File: config.mk
export PLATFORM = sky130hd
export DESIGN_NAME = fir_sample_source
export DESIGN_NICKNAME = d
export VERILOG_FILES = /design/src/rtl/fir_sample_source.sv
export SDC_FILE = /design/constraint.sdc
export NUM_CORES = 1
export LEC_CHECK = 0
export CORE_ASPECT_RATIO = 2
export CORE_MARGIN = 2
export CORE_UTILIZATION = 54
export CTS_CLUSTER_DIAMETER = 150
export DETAILED_ROUTE_END_ITERATION = 8
export GPL_TIMING_DRIVEN = 0
export PLACE_DENSITY_LB_ADDON = 0.1
export SYNTH_ARGS = -nofsm -noshare
export SYNTH_HDL_FRONTEND = slang
export SYNTH_SLANG_ARGS = --single-unit
File: constraint.sdc
create_clock -name i_clk -period 2.05 [get_ports i_clk]
set_clock_uncertainty 0.2 [all_clocks]
set_input_delay 0.3075 -clock i_clk [delete_from_list [all_inputs] [get_ports i_clk]]
set_output_delay 0.3075 -clock i_clk [all_outputs]
set_load 0.01 [all_outputs]
File: src/rtl/fir_sample_source.sv
// fir_sample_source: plays a preloaded signed sample buffer into a FIR input
// port at a programmable strobe rate, either once or looped.
`default_nettype none

module fir_sample_source #(
  parameter int DW    = 12,
  parameter int DEPTH = 16,
  parameter int AW    = 4,
  parameter int RATEW = 8
) (
  input  logic                 i_clk,
  input  logic                 i_reset,
  input  logic                 i_wr_en,
  input  logic [AW-1:0]        i_wr_addr,
  input  logic signed [DW-1:0] i_wr_data,
  input  logic [AW-1:0]        i_last,
  input  logic [RATEW-1:0]     i_rate,
  input  logic                 i_loop,
  input  logic                 i_start,
  input  logic                 i_stop,
  output logic                 o_ce,
  output logic signed [DW-1:0] o_sample,
  output logic                 o_busy,
  output logic                 o_done
);

  typedef enum logic {S_IDLE = 1'b0, S_RUN = 1'b1} state_t;

  logic signed [DW-1:0] buf_q [DEPTH];

  state_t               state_q;
  logic [AW-1:0]        ptr_q;
  logic [AW-1:0]        last_q;
  logic [RATEW-1:0]     cnt_q;
  logic [RATEW-1:0]     rate_q;
  logic                 loop_q;
  logic                 fin_q;
  logic                 ce_q;
  logic                 busy_q;
  logic                 done_q;
  logic signed [DW-1:0] sample_q;

  // Sample storage is deliberately not reset; software loads it before use.
  always_ff @(posedge i_clk) begin
    if (i_wr_en) begin
      buf_q[i_wr_addr] <= i_wr_data;
    end
  end

  always_ff @(posedge i_clk or posedge i_reset) begin
    if (i_reset) begin
      state_q  <= S_IDLE;
      ptr_q    <= '0;
      last_q   <= '0;
      cnt_q    <= '0;
      rate_q   <= '0;
      loop_q   <= 1'b0;
      fin_q    <= 1'b0;
      ce_q     <= 1'b0;
      busy_q   <= 1'b0;
      done_q   <= 1'b0;
      sample_q <= '0;
    end else begin
      ce_q   <= 1'b0;
      done_q <= 1'b0;
      case (state_q)
        S_IDLE: begin
          if (i_start && !i_stop) begin
            rate_q  <= i_rate;
            last_q  <= i_last;
            loop_q  <= i_loop;
            ptr_q   <= '0;
            cnt_q   <= i_rate;
            fin_q   <= 1'b0;
            busy_q  <= 1'b1;
            state_q <= S_RUN;
          end
        end
        S_RUN: begin
          if (i_stop) begin
            fin_q   <= 1'b0;
            busy_q  <= 1'b0;
            state_q <= S_IDLE;
          end else if (fin_q) begin
            // Final strobe went out last cycle: leave RUN with the done pulse.
            fin_q   <= 1'b0;
            busy_q  <= 1'b0;
            done_q  <= 1'b1;
            state_q <= S_IDLE;
          end else if (cnt_q != '0) begin
            cnt_q <= cnt_q - 1'b1;
          end else begin
            sample_q <= buf_q[ptr_q];
            ce_q     <= 1'b1;
            cnt_q    <= rate_q;
            if (ptr_q != last_q) begin
              ptr_q <= ptr_q + 1'b1;
            end else if (loop_q) begin
              ptr_q <= '0;
            end else begin
              fin_q <= 1'b1;
            end
          end
        end
        default: state_q <= S_IDLE;
      endcase
    end
  end

  assign o_ce     = ce_q;
  assign o_sample = sample_q;
  assign o_busy   = busy_q;
  assign o_done   = done_q;

endmodule

`default_nettype wire

==> results_dict.tcl <==
set metrics [dict create \
    status "complete, but fails checks" \
    violations "negative setup slack" \
    netlist_instances 523 \
    start_util 0.546 \
    slowest_stage "nor2_2" \
    grt_max_degree 28 \
    fin_cells 830 \
    synthDominantCellAreaShare 0.618 \
    area_delta_synth_final_pct 20.1 \
    cts_max_path_buffers 3 \
    cts-htree-levels 1 \
    synth_seq_area_share 0.730 \
    synth_most_common_cell "edfxtp_1" \
    drive_above_1_share 0.266 \
    antenna_found_initial 0 \
    routed_wl_mm 20.3 \
    yosys.area.top_type "edfxtp_1" \
    ant_nets 0 \
    syn-num-nets 560 \
    drc 0 \
    dr.pass1.iters 4 \
    final-max-slew-violation-count 0 \
    place_ws_ps -990 \
    min_period_ps 2070 \
    die_h_um 190 \
    clock_sinks 234 \
    cp_cell_sequence "clkdlybuf4s50_1, nand2b_1, nor2_2" \
    p_leak_nw 3.77 \
    coreArea_um2 17100 \
    worst-setup-path-type "in -> reg" \
    arrival_ps 1990 \
    peakVddDrop_mv 0.799 \
    clkLatencyLatePin_ps 500 \
    track_usage 0.223 \
    n_antenna_cell 0 \
    hold_class "in -> reg" \
    period_share 1.01 \
    port_buffers 48 \
    synth.avg_cell_area_um2 17.8 \
    path_clk_slew_ps 70 \
    die_area_um2 18400 \
    setup_viol_count_final 12 \
    power_density_nw_per_um2 1080 \
    tightest_slew_ps 831 \
    die_w_um 97.0 \
    crit_path_max_fanout 12 \
    wl_per_cell_um 24.4 \
    synthTopCellsByArea "edfxtp_1, mux4_2, dfrtp_1" \
    netlist_top_cells_count "edfxtp_1, nand2_1, mux4_2" \
    ys_ff_latch 234 \
    routed_via_density 6.02 \
    place_congestion 0.839 \
    drt_iter0_drc 252 \
    maxCapViolCount 0 \
    cts_root_buf "clkbuf_16" \
    fin_area_um2 11200 \
    grt_pass1_vias 5293 \
    fin_ws_ps -24.0 \
    cpLargestDelayFamily "simple AND/OR/NAND/NOR gates" \
    synth_warnings 0 \
    rows 68 \
    async_flop_share 0.179 \
    synth_cell_types 49 \
    grt_pass1_wl_mm 30.8 \
    vias 4995 \
    max_freq_mhz 482 \
    ios 49 \
    fin_worst_hold_slack_ps 141 \
    setup.worst_path.start_class "primary input" \
    finalHoldViolations 0 \
    cp_num_buf_inv 1 \
    crit_path_end_kind "flop" \
    layout.nets 644 \
    dpl-instance-area_um2 10100 \
    cp.required_ps 1970 \
    cts_tree "built" \
    dominantRegCellSynth "edfxtp_1" \
    dp.final_hpwl_mm 12.8 \
    cp_slowest_stage_delay_ps 710 \
    synth_edf_count 192 \
    synthesis.area_um2 9330 \
    numCtsBuffers 21 \
    placedCellCount 785 \
    grt_setup_unrepaired "true" \
    max_slew_margin 0.445 \
    overflow 0 \
]
-- sequential cells by signal (all words and copies together) (netlist names) --
name	cells
o_sample	12
last_q	4
cnt_q	8
o_ce	1
o_busy	1
rate_q	8
loop_q	1
fin_q	1
buf_q	192
state_q	1
ptr_q	4
o_done	1
-- per-stage QoR --
step	TNS, ps	power, mW	utilization
after floorplan	0	7.29	-
after global placement	-180420	8.03	0.589
after detailed placement	-136510	8.08	0.594
after CTS	0	12.0	0.647
after global routing	-3340	12.5	0.655
final	-155	12.1	0.655
-- worst paths after layout --
| kind | start | endpoint | slack (ps) | depth (start not counted) |
|---|---|---|---|---|
| worst max-delay path | i_wr_addr[1] | buf_q[14][5]$_DFFE_PP_ | -20 | 3 |
| max in group asynchronous | i_reset | o_sample[3]$_DFFE_PP0P_ | 690 | 4 |
| worst max register to register | cnt_q[2]$_DFFE_PP0P_ | cnt_q[5]$_DFFE_PP0P_ | 10 | 5 |
| min in group asynchronous | i_reset | o_busy$_DFFE_PP0P_ | 460 | 3 |
| worst min-delay path | i_loop | loop_q$_DFFE_PP0P_ | 140 | 3 |
| worst min register to register | rate_q[1]$_DFFE_PP0P_ | rate_q[1]$_DFFE_PP0P_ | 280 | 2 |
-- power breakdown --
part,switching [mW],internal (mW)
Combinational,1.42,1.45
Sequential,0.122,5.34
Clock,1.70,2.02
Total,3.24,8.81
-- placed cells by master, fill, tap and decap left out, types with 10 or more instances in the layout --
cell	Yosys	final
edfxtp_1	192	192
o21ai_0	10	10
clkbuf_16	0	21
buf_6	1	10
nand2_1	59	59
mux2i_1	24	15
buf_4	1	12
mux4_2	48	48
clkdlybuf4s50_1	0	48
dfrtp_1	42	41
o221ai_1	12	12
-- layout make-up --
type | instances | area, um2
clock buffer | 23 | 533
sequential | 234 | 6820
timing repair buffer | 63 | 619
inverter | 13 | 48.8
tap | 210 | 263
multi-input combinational | 251 | 2610
fill | 1178 | 5900
clock inverter | 13 | 104
buffer | 23 | 214
-- worst register-to-register path, stage by stage, from the launching register on --
cell      delay, ps
dfrtp_1         360
clkbuf_1        200
or3_1           490
o31a_2          330
nor3_1          210
o21ai_0         130
-- what timing repair did --
item / 4_1_cts / 5_1_grt
pin swaps: 2 / 2
setup buffers: 6 / 4
setup endpoints to repair: 188 / 81
hold buffers: 1 / 0
endpoints found under the hold margin: 15 / 0
gates resized for setup: 69 / 22
-- per-layer routing --
metal	up-vias	part of all wire	routed length (um)	global-route usage
met5	-	0	0	0
met4	0	0.022	447	0.0742
met3	28	0.036	721	0.0217
met2	117	0.54	10900	0.389
met1	2608	0.40	8190	0.297
li1	2242	-	-	-
-- logic make-up after synthesis --
group           synth area share
simple gates              0.0610
xor+xnor                 0.00563
fa+ha+maj                0.00402
compound gates            0.0370
buf+inv                   0.0180
mux                        0.144
flops                      0.730
No activity file was read; power rests on OpenSTA's default activity.
